**src/rtl/ras_ctrl_if.sv**
```systemverilog
// rtl/ras_ctrl_if.sv - instruction, resolve, stack and prediction bus for ras_ctrl
interface ras_ctrl_if #(
    parameter int WIDTH = 32
);
    logic             in_valid;
    logic             in_ready;
    logic [WIDTH-1:0] in_pc;
    logic             in_is_call;
    logic             in_is_ret;
    logic             in_is_branch;
    logic             in_is_compressed;
    logic             resolve_valid;
    logic             resolve_mispredict;
    logic             ras_push;
    logic             ras_pop;
    logic             ras_branch;
    logic             ras_close_valid;
    logic             ras_close_invalid;
    logic [WIDTH-1:0] ras_din;
    logic [WIDTH-1:0] ras_dout;
    logic             ras_pop_valid;
    logic             pred_valid;
    logic [WIDTH-1:0] pred_target;
    logic             pred_hit;

    modport master (
        output in_valid, in_pc, in_is_call, in_is_ret, in_is_branch, in_is_compressed,
        output resolve_valid, resolve_mispredict, ras_dout, ras_pop_valid,
        input  in_ready, ras_push, ras_pop, ras_branch, ras_close_valid, ras_close_invalid,
        input  ras_din, pred_valid, pred_target, pred_hit
    );

    modport slave (
        input  in_valid, in_pc, in_is_call, in_is_ret, in_is_branch, in_is_compressed,
        input  resolve_valid, resolve_mispredict, ras_dout, ras_pop_valid,
        output in_ready, ras_push, ras_pop, ras_branch, ras_close_valid, ras_close_invalid,
        output ras_din, pred_valid, pred_target, pred_hit
    );
endinterface

```
**src/rtl/ras_ctrl.sv**
```systemverilog
// rtl/ras_ctrl.sv - return address stack control: strobes, branch tracking, prediction
module ras_ctrl #(
    parameter int WIDTH         = 32,
    parameter int MAXBRANCHES   = 16,
    parameter int BRANCHES_ADDR = 4,
    parameter int CNT_W         = 16
) (
    input  logic                   clk,
    input  logic                   rst,
    ras_ctrl_if.slave              bus,
    output logic [BRANCHES_ADDR:0] outstanding,
    output logic                   resolve_err,
    output logic [CNT_W-1:0]       underflow_cnt
);
    localparam logic [BRANCHES_ADDR:0] OUT_MAX = (BRANCHES_ADDR+1)'(MAXBRANCHES);
    localparam logic [BRANCHES_ADDR:0] OUT_ONE = (BRANCHES_ADDR+1)'(1);
    localparam logic [CNT_W-1:0]       CNT_MAX = {CNT_W{1'b1}};

    typedef enum logic {ST_RUN, ST_HOLD} state_t;

    state_t           state;
    state_t           state_nxt;
    logic             holdoff;
    logic             res;
    logic             close_valid;
    logic             close_invalid;
    logic             ready;
    logic             acc;
    logic             pred_valid_q;
    logic             pred_hit_q;
    logic [WIDTH-1:0] target_q;

    assign res           = !rst && bus.resolve_valid && (outstanding != '0);
    assign close_valid   = res && !bus.resolve_mispredict;
    assign close_invalid = res && bus.resolve_mispredict;

    // A full tracker still takes a branch if a correct resolve frees a slot this cycle.
    assign ready = !rst && !holdoff && !close_invalid
                && !(bus.in_is_branch && (outstanding == OUT_MAX) && !close_valid);
    assign acc   = bus.in_valid && ready;

    assign bus.in_ready          = ready;
    assign bus.ras_push          = acc && bus.in_is_call;
    assign bus.ras_pop           = acc && bus.in_is_ret;
    assign bus.ras_branch        = acc && bus.in_is_branch;
    assign bus.ras_close_valid   = close_valid;
    assign bus.ras_close_invalid = close_invalid;
    assign bus.ras_din           = bus.in_pc + (bus.in_is_compressed ? WIDTH'(2) : WIDTH'(4));

    always_ff @(posedge clk or posedge rst) begin
        if (rst) begin
            state <= ST_RUN;
        end else begin
            state <= state_nxt;
        end
    end

    // The stack re-reads its link memory for one cycle after a flush.
    always_comb begin
        state_nxt = state;
        holdoff   = 1'b0;
        case (state)
            ST_RUN: begin
                if (close_invalid) state_nxt = ST_HOLD;
            end
            ST_HOLD: begin
                holdoff   = 1'b1;
                state_nxt = close_invalid ? ST_HOLD : ST_RUN;
            end
            default: state_nxt = ST_RUN;
        endcase
    end

    always_ff @(posedge clk or posedge rst) begin
        if (rst) begin
            outstanding <= '0;
        end else if (close_invalid) begin
            outstanding <= '0;
        end else if (bus.ras_branch && !close_valid) begin
            outstanding <= outstanding + OUT_ONE;
        end else if (close_valid && !bus.ras_branch) begin
            outstanding <= outstanding - OUT_ONE;
        end
    end

    always_ff @(posedge clk or posedge rst) begin
        if (rst) begin
            resolve_err <= 1'b0;
        end else if (bus.resolve_valid && (outstanding == '0)) begin
            resolve_err <= 1'b1;
        end
    end

    always_ff @(posedge clk or posedge rst) begin
        if (rst) begin
            underflow_cnt <= '0;
        end else if (bus.ras_pop && !bus.ras_pop_valid && (underflow_cnt != CNT_MAX)) begin
            underflow_cnt <= underflow_cnt + CNT_W'(1);
        end
    end

    // Stack data arrives the cycle after the pop; it is passed through then and held after.
    always_ff @(posedge clk or posedge rst) begin
        if (rst) begin
            pred_valid_q <= 1'b0;
            pred_hit_q   <= 1'b0;
            target_q     <= '0;
        end else begin
            pred_valid_q <= bus.ras_pop;
            if (bus.ras_pop) pred_hit_q <= bus.ras_pop_valid;
            if (pred_valid_q) target_q <= bus.ras_dout;
        end
    end

    assign bus.pred_valid  = pred_valid_q;
    assign bus.pred_hit    = pred_hit_q;
    assign bus.pred_target = pred_valid_q ? bus.ras_dout : target_q;
endmodule
```
**src/flat_wrapper.sv**
```systemverilog
// flat-port wrapper written by rule: the top's interface ports become plain ports
module ras_ctrl_flat 
#(
    parameter int WIDTH         = 32,
    parameter int MAXBRANCHES   = 16,
    parameter int BRANCHES_ADDR = 4,
    parameter int CNT_W         = 16
)
  (clk, rst, outstanding, resolve_err, underflow_cnt, bus_in_valid, bus_in_pc, bus_in_is_call, bus_in_is_ret, bus_in_is_branch, bus_in_is_compressed, bus_resolve_valid, bus_resolve_mispredict, bus_ras_dout, bus_ras_pop_valid, bus_in_ready, bus_ras_push, bus_ras_pop, bus_ras_branch, bus_ras_close_valid, bus_ras_close_invalid, bus_ras_din, bus_pred_valid, bus_pred_target, bus_pred_hit);
  ras_ctrl_if #(.WIDTH(WIDTH)) bus_i ();
  input  logic clk;
  input  logic rst;
  output logic [BRANCHES_ADDR:0] outstanding;
  output logic resolve_err;
  output logic [CNT_W-1:0] underflow_cnt;
  input wire logic [$bits(bus_i.in_valid)-1:0] bus_in_valid;
  input wire logic [$bits(bus_i.in_pc)-1:0] bus_in_pc;
  input wire logic [$bits(bus_i.in_is_call)-1:0] bus_in_is_call;
  input wire logic [$bits(bus_i.in_is_ret)-1:0] bus_in_is_ret;
  input wire logic [$bits(bus_i.in_is_branch)-1:0] bus_in_is_branch;
  input wire logic [$bits(bus_i.in_is_compressed)-1:0] bus_in_is_compressed;
  input wire logic [$bits(bus_i.resolve_valid)-1:0] bus_resolve_valid;
  input wire logic [$bits(bus_i.resolve_mispredict)-1:0] bus_resolve_mispredict;
  input wire logic [$bits(bus_i.ras_dout)-1:0] bus_ras_dout;
  input wire logic [$bits(bus_i.ras_pop_valid)-1:0] bus_ras_pop_valid;
  output wire logic [$bits(bus_i.in_ready)-1:0] bus_in_ready;
  output wire logic [$bits(bus_i.ras_push)-1:0] bus_ras_push;
  output wire logic [$bits(bus_i.ras_pop)-1:0] bus_ras_pop;
  output wire logic [$bits(bus_i.ras_branch)-1:0] bus_ras_branch;
  output wire logic [$bits(bus_i.ras_close_valid)-1:0] bus_ras_close_valid;
  output wire logic [$bits(bus_i.ras_close_invalid)-1:0] bus_ras_close_invalid;
  output wire logic [$bits(bus_i.ras_din)-1:0] bus_ras_din;
  output wire logic [$bits(bus_i.pred_valid)-1:0] bus_pred_valid;
  output wire logic [$bits(bus_i.pred_target)-1:0] bus_pred_target;
  output wire logic [$bits(bus_i.pred_hit)-1:0] bus_pred_hit;
  assign bus_i.in_valid = bus_in_valid;
  assign bus_i.in_pc = bus_in_pc;
  assign bus_i.in_is_call = bus_in_is_call;
  assign bus_i.in_is_ret = bus_in_is_ret;
  assign bus_i.in_is_branch = bus_in_is_branch;
  assign bus_i.in_is_compressed = bus_in_is_compressed;
  assign bus_i.resolve_valid = bus_resolve_valid;
  assign bus_i.resolve_mispredict = bus_resolve_mispredict;
  assign bus_i.ras_dout = bus_ras_dout;
  assign bus_i.ras_pop_valid = bus_ras_pop_valid;
  assign bus_in_ready = bus_i.in_ready;
  assign bus_ras_push = bus_i.ras_push;
  assign bus_ras_pop = bus_i.ras_pop;
  assign bus_ras_branch = bus_i.ras_branch;
  assign bus_ras_close_valid = bus_i.ras_close_valid;
  assign bus_ras_close_invalid = bus_i.ras_close_invalid;
  assign bus_ras_din = bus_i.ras_din;
  assign bus_pred_valid = bus_i.pred_valid;
  assign bus_pred_target = bus_i.pred_target;
  assign bus_pred_hit = bus_i.pred_hit;
  ras_ctrl #(.WIDTH(WIDTH), .MAXBRANCHES(MAXBRANCHES), .BRANCHES_ADDR(BRANCHES_ADDR), .CNT_W(CNT_W)) u_core (.clk(clk), .rst(rst), .bus(bus_i), .outstanding(outstanding), .resolve_err(resolve_err), .underflow_cnt(underflow_cnt));
endmodule
```
**config.mk**
```make
export PLATFORM = sky130hd
export DESIGN_NAME = ras_ctrl_flat
export DESIGN_NICKNAME = d
export VERILOG_FILES = /design/src/rtl/ras_ctrl_if.sv /design/src/rtl/ras_ctrl.sv /design/src/flat_wrapper.sv
export SDC_FILE = /design/constraint.sdc
export NUM_CORES = 1
export LEC_CHECK = 0
export CELL_PAD_IN_SITES_DETAIL_PLACEMENT = 0
export CELL_PAD_IN_SITES_GLOBAL_PLACEMENT = 1
export CORE_MARGIN = 3
export CORE_UTILIZATION = 29
export CTS_CLUSTER_SIZE = 12
export DETAILED_ROUTE_END_ITERATION = 12
export PLACE_DENSITY = 0.84
export SLEW_MARGIN = 20
export SYNTH_ARGS = -nofsm -noshare
export SYNTH_HDL_FRONTEND = slang
export SYNTH_SLANG_ARGS = --single-unit
```
**constraint.sdc**
```tcl
create_clock -name clk -period 3.9 [get_ports clk]
set_input_delay 0.78 -clock clk [delete_from_list [all_inputs] [get_ports clk]]
set_output_delay 0.78 -clock clk [all_outputs]
set_load 0.005 [all_outputs]
```
==> run metrics, run 1 <==
status=finished clean; peak supply drop=about 0.24 mV; pwr/cell area=approximately 460 nW/um^2; CTS tree=built; final worst path period need=roughly 3.8 ns; CTS Root Cell=clkbuf_8; startpoint types=input pin; layout cells sized above 1=15.07%; CTS Buf Count=9; largest net degree at the start of global routing=58; CTS H-Tree Depth=3; port bufs=165; Post-synth top flop=dfrtp_1; maximum root-to-sink buffer count=2; Fill cells=approximately 920; Synth top area share=~47%; Syn Nets=358; Hold-fix buffers, CTS=0; drt pass-1 iters=4; worst hold path type=reg -> reg; Sequential Power Share=between 30% and 40%; Mapped Cells=~270; Initial Util=between 30% and 40%; relative slew slack=52.49%; vias in the first global route=approximately 2800; Yosys warnings=0; max cap viols=0; Sw Pwr=651.5 uW; Syn Area/Cell=between 10 and 15 um^2; CP arrival=3.03 ns; routability cong.=0.7443; io pins=about 170; DRT antenna net count=0; commonest cells in the netlist=dfrtp_1, xnor2_1, mux2_2; Core Region=10000 um^2; post-synthesis async set-or-reset flop share=100.0%; Final setup viols=0; clock-pin slew on the worst setup and hold paths=approximately 0.06 ns; synth top area cells=dfrtp_1, xnor2_1, mux2_2; initial antenna violation count=0; ant diodes=0; P_int=roughly 1.7 mW; clock skew=around 0.0075 ns; total global-route track usage=15.37%; CP max FO=4; Hold Vio Cnt, Final=0; Die ar.=~12000 um^2; PnR Total Power=around 2.4 mW; Seq/Total Area, Yosys=a little under half; Skew-Pair Late Insertion Delay=between 0.3 and 0.4 ns; RSZ-0062 raised after global routing=true; post-DR vias/cell=~4.6; Max Fclk=approximately 260 MHz; Post-synth EDFFs=0; non-filler cells in the finished layout=roughly 590; CP Capture Type=primary output; Comb pwr share=approximately two fifths; Finished Cell Area=about 5200 um^2; post-DR wirelength/cell=15.48 um; clk sinks=57; clock share of power=a little over a quarter; # placed instances=576; drt drc=0; most common cell in the netlist=dfrtp_1; Cell variety after synth=34; Die Y=roughly 110 um; fin crit share=between 90% and 100%; Worst Max-Slew Pin Slew=0.7126 ns; via count=2710; Die X=between 100 and 150 um; setup TNS=0 ns; placed cell areas=slightly below 5000 um^2; Detailed Place HPWL=between 7000 and 8000 um; Layout area overhead=71.44%; Yosys top cell by area=dfrtp_1; total congestion overflow=0; Rows=36; Iter 0 DRT Violations=between 60 and 70; Sw Share=roughly 27%; post-CTS setup buffer count=0; first-pass GRT wire length=14230 um; register bit total from synthesis=57; Slew Limit Fails=0; CP required=between 3 and 4 ns; Final Util=52.43%; Worst Setup Path Type=in -> out; Leak Pwr=~2.1 nW; Syn Std Cell Area=between 3000 and 4000 um^2; final wirelength=between 9000 and 10000 um; nets@finish=between 500 and 600
worst max-delay path: stages:
cell             delay, ns
clkdlybuf4s50_1       0.50
inv_1                 0.07
ha_1                  0.27
a21oi_1               0.09
nor2_2                0.16
nand3_2               0.15
buf_4                 0.19
nor2_1                0.12
xor2_1                0.15
clkdlybuf4s50_1       0.55
kinds of logic (layout without fill, tap and decap cells):
logic type               count (synthesis)  in the layout  share of synthesized area (%)
AO/OA/AOI/OAI                           13             13                          3.478
multiplexers                            35             35                          12.85
flip-flops                              57             57                          46.64
XOR/XNOR                                48             48                          13.75
adder cells (fa/ha/maj)                 10             10                          4.583
buffers and inverters                   13            197                          1.964
AND/OR/NAND/NOR                         98             98                          16.74
layout make-up:
class | instances | area [um^2] | share of cell area, %
clock buffers | 13 | 168.9 | 3.222
multi-input cells | 204 | 1634 | 31.17
repair buffers | 176 | 1760 | 33.58
inverters | 6 | 26.28 | 0.5012
clock inverters | 2 | 60.06 | 1.146
well taps | 133 | 166.4 | 3.174
flip-flops and latches | 57 | 1426 | 27.21
routing by layer:
layer / vias up / GRT usage [%] / wire length, um
met1: 1294 / 17.79 / 3570
met5: - / 0 / 0
met3: 7 / 5.388 / 737
li1: 1315 / - / -
met4: 0 / 4.148 / 72
met2: 94 / 26.96 / 4769
placed cells by master (no fill, tap or decap), drive strengths merged, types with 3 or more instances in the layout:
master / count
clkdlybuf4s50: 158
dfrtp: 57
xnor2: 37
mux2: 34
nor2: 22
nand3: 21
nand2: 20
clkbuf: 13
nand4: 11
xor2: 11
buf: 11
and3: 8
ha: 8
a21oi: 7
dlymetal6s2s: 6
inv: 5
and4: 3
nor3: 3
power groups by stage:
stage	registers (mW)	logic [mW]	clock network, mW
floorplan	0.833	0.393	0
CTS	0.852	0.934	0.652
global route	0.871	1.01	0.677
finish	0.847	0.914	0.627
detailed placement	0.861	0.930	0
global placement	0.852	0.906	0
repair_timing:
action	CTS	global route
pin swaps	1	0
gates resized for setup	3	13
setup endpoints to repair	2	19
state kept, by name, indices dropped and copies added (netlist names):
signal and cells:
u_core.outstanding 5, u_core.underflow_cnt 16, u_core.resolve_err 1, u_core.bus.pred_valid 1, u_core.state 1, u_core.target_q 32, u_core.bus.pred_hit 1
through the flow:
stage	setup WS (ns)	hold WS, ns
2_1_floorplan	0.02711	0.4510
5_1_grt	-0.05640	0.4764
3_5_place_dp	-0.03714	0.4477
4_1_cts	0.01024	0.4612
3_3_place_gp	0.002032	0.4500
6_report	0.09292	0.4584
path summary, 6_finish.rpt:
kind	from	to	slack [ns]	cells after the start
setup / recovery	bus_in_is_compressed	bus_ras_din[14]	0.09	10
hold / removal	u_core.resolve_err$_DFFE_PP0P_	u_core.resolve_err$_DFFE_PP0P_	0.46	1
setup reg to reg	u_core.outstanding[1]$_DFFE_PP0P_	u_core.outstanding[4]$_DFFE_PP0P_	0.75	13
hold reg to reg	u_core.resolve_err$_DFFE_PP0P_	u_core.resolve_err$_DFFE_PP0P_	0.46	1
max in group asynchronous	rst	u_core.target_q[9]$_DFF_PP0_	2.26	3
min in group asynchronous	rst	u_core.state$_DFF_PP0_	1.15	3
No activity file was read; power rests on OpenSTA's default activity.
==> run 2, diff against run 1 <==
- CELL_PAD_IN_SITES_DETAIL_PLACEMENT: 0 -> not set
- CELL_PAD_IN_SITES_GLOBAL_PLACEMENT: 1 -> not set
- CORE_UTILIZATION: 29 -> 39
- PLACE_DENSITY: 0.84 -> 0.83
==> run 2 against run 1 <==
Against the previous run: wire length grew 1.4%; global-route usage increased by 5.1 points; via count grew 2.9%; combinational power increased by 0.8%; non-clock buffer count unchanged; clock skew up 0.0057 ns; critical path depth decreased by 1; count of clock-buffer cells in the layout down 4; sequential power hardly changed; cell area down 1.1%; first-iteration DRC count down 15%; setup slack gained 0.0065 ns; critical path type unchanged.
==> run metrics, run 2 (synthesis results as in run 1) <==
status=finished clean; drt pass-1 iters=4 (unchanged); crit-path cells=clkdlybuf4s50_1 > ha_1 > fa_2 > nand3_1 > or2_4 > nor2_4 > nand3_1 > xnor2_1 > clkdlybuf4s50_1; max cap viols=0 (unchanged); Detailed Place HPWL=7220 um (-2.1%); clock skew=0.01310 ns (+0.005650 ns); Final setup viols=0 (unchanged); CTS Buf Count=9 (unchanged); CTS H-Tree Depth=3 (unchanged); reg2reg setup slack=0.67 ns (-0.08 ns); max reg flops=32 (unchanged); most frequent cells in the layout=clkdlybuf4s50_1, dfrtp_1, xnor2_1, mux2_2, nand2_1; CTS tree=built; most common cell after layout, fill and taps aside=clkdlybuf4s50_1; first-pass GRT wire length=14230 um (about the same); drt drc=0 (unchanged); worst hold path type=reg -> reg; CP Capture Type=primary output; pwr/cell area=461.7 nW/um^2 (+1.3%); Rows=31 (-14%); ant diodes=0 (unchanged); CP required=3.12 ns (about the same); Iter 0 DRT Violations=58 (-15%); io pins=168 (unchanged); Die X=94.55 um (-13%); Hold Vio Cnt, Final=0 (unchanged); final wirelength=9273 um (+1.4%); PnR Total Power=2.394 mW (+0.24%); CP peak stage delay=0.52 ns (-0.03 ns); fin crit share=97.45% (-0.17 points); CP max FO=4 (unchanged); Slew Limit Fails=0 (unchanged); total global-route track usage=20.50% (+5.1 points); hold_ws=0.4739 ns (+0.01550 ns); CTS Root Cell=clkbuf_8; DRT antenna net count=0 (unchanged); peak supply drop=0.3071 mV (+26%); nets@finish=538 (unchanged); Hold-fix buffers, CTS=0 (unchanged); Leak Pwr=2.111 nW (-1.2%); largest net degree at the start of global routing=58 (unchanged); Die Y=94.55 um (-13%); Max Fclk=263.1 MHz (+0.17%); Initial Util=41.06% (+10 points); port bufs=165 (unchanged); initial antenna violation count=0 (unchanged); most flop-heavy register=u_core.target_q; post-DR vias/cell=4.996 (+9.0%); Layout area overhead=69.60%; clock-pin slew on the worst setup and hold paths=0.07 ns (about the same); routability cong.=0.8361 (+12%); Skew-Pair Late Insertion Delay=0.34 ns (about the same); CP arrival=3.02 ns (about the same); Regs by FF count=u_core.target_q (32), u_core.underflow_cnt (16), u_core.outstanding (5); via count=2788 (+2.9%); startpoint types=input pin; post-DR wirelength/cell=16.62 um (+7.3%); final worst path period need=3.801 ns (-0.006546 ns); Die ar.=8940 um^2 (-24%); clk sinks=57 (unchanged); layout cells sized above 1=15.25% (+0.19 points); total congestion overflow=0 (unchanged); Worst Setup Path Type=in -> out; vias in the first global route=2900 (+3.2%); CP max stage cell=clkdlybuf4s50_1; relative slew slack=52.60% (+0.11 points); Core Region=7447 um^2 (-26%); Worst Max-Slew Pin Slew=0.7110 ns (-0.001600 ns); maximum root-to-sink buffer count=2 (unchanged)
-- run 2: changes by cell type in the layout (fill, tap and decap cells not counted), sizes merged --
cell | previous run | this run
clkbuf | 13 | 9
clkdlybuf4s50 | 158 | 159
clkinv | 0 | 1
clkinvlp | 1 | 3
dlymetal6s2s | 6 | 5
inv | 5 | 7
-- run 2: layout make-up --
cell class,instances,area (um^2)
fill,566,2261
timing repair buffer,176,1745
multi-input combinational,204,1639
sequential,57,1426
clock buffer,9,123.9
tap,99,123.9
clock inverter,7,101.3
inverter,6,26.28
-- run 2: metal layers --
metal	wire, um	vias to the layer above	track usage, %
met1	3527	1345	22.45
met5	0	-	0
li1	-	1315	-
met2	4870	115	37.65
met4	134	0	6.250
met3	741	13	6.534
-- run 2: power by group --
part           internal [mW]  switching [mW]  total, mW  leakage, nW
Sequential             0.744           0.101      0.846        0.709
Clock                  0.365           0.263      0.628        0.106
Combinational          0.581           0.339      0.921         1.30
-- run 2: worst max-delay path, delay by kind of cell --
kind / cells / cell delay, ns
buffers and inverters: 2 / 1.01
adders and majority gates: 2 / 0.43
and+or+nand+nor: 4 / 0.66
xor gates and xnor gates: 1 / 0.14
-- run 2: timing repair --
action / in CTS / in global routing
pin swaps: 2 / 2
endpoints found under the hold margin: 0 / 0
buffers inserted: 0 / 2
endpoints found under the setup margin: 9 / 17
gates resized for setup: 7 / 10
-- run 2: per-stage QoR --
step	TNS (ns)	cells	area [um^2]	util [%]	worst slack, ns
final	0	558	5186	69.64	0.09946
after global routing	-0.005722	558	5186	69.64	-0.005722
after CTS	0	556	5141	69.04	0.005434
after detailed placement	-0.7079	540	4897	65.76	-0.1680
after global placement	-0.2437	540	4897	65.76	-0.06322
after floorplan	0	274	3092	-	0.02711
-- run 2: worst paths after layout --
check / startpoint / depth (start not counted) / end
min in group asynchronous: rst / 3 / u_core.target_q[29]$_DFF_PP0_
worst min-delay path: u_core.resolve_err$_DFFE_PP0P_ / 1 / u_core.resolve_err$_DFFE_PP0P_
max in group asynchronous: rst / 3 / u_core.target_q[3]$_DFF_PP0_
worst max register to register: u_core.outstanding[1]$_DFFE_PP0P_ / 13 / u_core.outstanding[4]$_DFFE_PP0P_
worst min register to register: u_core.resolve_err$_DFFE_PP0P_ / 1 / u_core.resolve_err$_DFFE_PP0P_
worst max-delay path: bus_in_is_compressed / 9 / bus_ras_din[29]
==> run 3, diff against run 2 <==
- CORE_ASPECT_RATIO: not set -> 1.25
- SETUP_SLACK_MARGIN: not set -> 0.2
==> run 3 against run 2 <==
Against the previous run: sequential power decreased by 0.6%; global-route usage increased by 0.64 points; count of clock-buffer cells in the layout increased by 1; utilization shrank 0.083 points; final cell count fell by 0.36%; total power down 3.5%; die area is essentially flat; critical path type unchanged; critical endpoint is now bus_ras_din[24].
==> run metrics, run 3 (synthesis results as in run 1) <==
Max Fclk=268.1 MHz (+1.9%); Layout area overhead=70.34%; Slew Limit Fails=0 (unchanged); Final setup viols=0 (unchanged); Initial Util=40.84% (-0.23 points); most common cell after layout, fill and taps aside=clkdlybuf4s50_1; CTS tree=built; Sw Share=29.33% (-0.054 points); routability cong.=0.9052 (+8.3%); drt pass-1 iters=4 (unchanged); Regs by FF count=u_core.target_q (32), u_core.underflow_cnt (16), u_core.outstanding (5); most common cell type on the critical path=clkdlybuf4s50_1; most frequent cells in the layout=clkdlybuf4s50_1, dfrtp_1, xnor2_1, mux2_2, nand2_1; max reg flops=32 (unchanged); Final Util=69.56% (-0.083 points); Rows=35 (+13%); Skew-Pair Late Insertion Delay=0.34 ns (about the same); worst hold path type=reg -> reg; Worst Setup Path Type=in -> out; post-DR vias/cell=5.052 (+1.1%); Sequential Power Share=36.4% (+1.1 points); Leak Pwr=2.190 nW (+3.8%); drt drc=0 (unchanged); max cap viols=0 (unchanged); CTS Root Cell=clkbuf_8; maximum root-to-sink buffer count=2 (unchanged); Die X=85.20 um (-9.9%); first-pass GRT wire length=14980 um (+5.2%); vias in the first global route=2995 (+3.3%); CP max FO=4 (unchanged); clk sinks=57 (unchanged); startpoint types=input pin; most flop-heavy register=u_core.target_q; CP arrival=2.95 ns (-0.07 ns); clock-pin slew on the worst setup and hold paths=0.06 ns (about the same); CP peak stage delay=0.53 ns (about the same); relative slew slack=51.20% (-1.4 points); CTS H-Tree Depth=3 (unchanged); Die Y=105 um (+11%); non-filler cells in the finished layout=556 (-0.36%); Worst Max-Slew Pin Slew=0.7320 ns (+0.02100 ns); port bufs=165 (unchanged); peak supply drop=0.3786 mV (+23%); total global-route track usage=21.14% (+0.64 points); Sw Pwr=677.7 uW (-3.7%); final wirelength=9281 um (about the same); RSZ-0062 raised after global routing=true; nets@finish=543 (+0.93%); Die ar.=8946 um^2 (about the same); ant diodes=0 (unchanged); status=finished clean; # placed instances=535 (-0.93%); pwr/cell area=443.6 nW/um^2 (-3.9%); final worst path period need=3.729 ns (-0.07108 ns); Comb pwr share=39.2% (+0.8 points); CP max stage cell=clkdlybuf4s50_1; largest net degree at the start of global routing=58 (unchanged); crit-path cells=clkdlybuf4s50_1 > and4_4 > and3_4 > nand4_1 > nor2_4 > nand2_1 > xnor2_1 > clkdlybuf4s50_1; Hold Vio Cnt, Final=0 (unchanged); CTS Buf Count=9 (unchanged); P_int=1.633 mW (-3.4%); fin crit share=95.63% (-1.8 points); initial antenna violation count=0 (unchanged); clock share of power=24.4% (-1.8 points); io pins=168 (unchanged); post-DR wirelength/cell=16.69 um (+0.45%); Detailed Place HPWL=7048 um (-2.4%); CP Capture Type=primary output; Iter 0 DRT Violations=71 (+22%); Hold-fix buffers, CTS=0 (unchanged); clock skew=0.01538 ns (+0.002275 ns); CP required=3.12 ns (about the same); total congestion overflow=0 (unchanged); reg2reg setup slack=0.82 ns (+0.15 ns); Core Region=7488 um^2 (+0.55%); DRT antenna net count=0 (unchanged); via count=2809 (+0.75%); layout cells sized above 1=17.24% (+2.0 points)
run 3: cell types whose count changed in the layout (fill, tap and decap cells not counted), moves of 2 or more:
cell,delta
buf_4,+4
inv_6,-2
dlymetal6s2s_1,+4
dlygate4sd2_1,+14
clkdlybuf4s50_1,-19
run 3: worst max-delay path: cells and delay by family:
family	cells	cell delay, ns
xor+xnor	1	0.17
buf+inv	2	1.06
simple gates	5	0.94
run 3: what timing repair did:
item,CTS,global route
pin swaps,4,3
buffers inserted,3,2
setup endpoints to repair,21,16
endpoints found under the hold margin,0,0
resized for setup,29,14
run 3: path summary, 6_finish.rpt:
| kind | start | to | cells after the start |
|---|---|---|---|
| worst max-delay path | bus_in_pc[17] | bus_ras_din[24] | 8 |
| worst min-delay path | u_core.resolve_err$_DFFE_PP0P_ | u_core.resolve_err$_DFFE_PP0P_ | 1 |
| worst max register to register | u_core.outstanding[1]$_DFFE_PP0P_ | u_core.outstanding[4]$_DFFE_PP0P_ | 13 |
| worst min register to register | u_core.resolve_err$_DFFE_PP0P_ | u_core.resolve_err$_DFFE_PP0P_ | 1 |
| max in group asynchronous | rst | u_core.underflow_cnt[1]$_DFFE_PP0P_ | 3 |
| min in group asynchronous | rst | u_core.outstanding[4]$_DFFE_PP0P_ | 3 |
run 3: through the flow:
step / area [um^2] / power, mW / setup TNS [ns] / setup slack, ns / hold WS (ns)
finish: 5209 / 2.310 / 0 / 0.1705 / 0.4747
floorplan: 3092 / 1.225 / 0 / 0.05076 / 0.4510
global placement: 4903 / 1.739 / 0 / 0.005438 / 0.4432
global route: 5209 / 2.460 / 0 / 0.08854 / 0.4994
CTS: 5159 / 2.340 / 0 / 0.1252 / 0.4782
detailed placement: 4903 / 1.768 / -0.2023 / -0.05967 / 0.4563
run 3: final cells by class:
| type | count | area (um^2) |
|---|---|---|
| Clock buffer | 10 | 137.6 |
| Tap cell | 92 | 115.1 |
| Timing Repair Buffer | 181 | 1779 |
| Clock inverter | 6 | 67.56 |
| Sequential cell | 57 | 1426 |
| Inverter | 6 | 26.28 |
| Fill cell | 557 | 2280 |
| Multi-Input combinational cell | 204 | 1657 |
run 3: power groups by stage:
stage	logic (mW)	clock network, mW	registers [mW]
floorplan	0.392	0	0.833
global placement	0.894	0	0.844
detailed placement	0.917	0	0.851
CTS	0.919	0.579	0.842
global route	0.993	0.605	0.862
finish	0.907	0.563	0.841
run 3: per-layer routing:
metal / vias up / wire length (um) / global-route usage [%]
li1: 1319 / - / -
met1: 1338 / 3478 / 23.08
met2: 141 / 4947 / 38.33
met3: 11 / 736 / 6.073
met4: 0 / 119 / 7.353
met5: - / 0 / 0
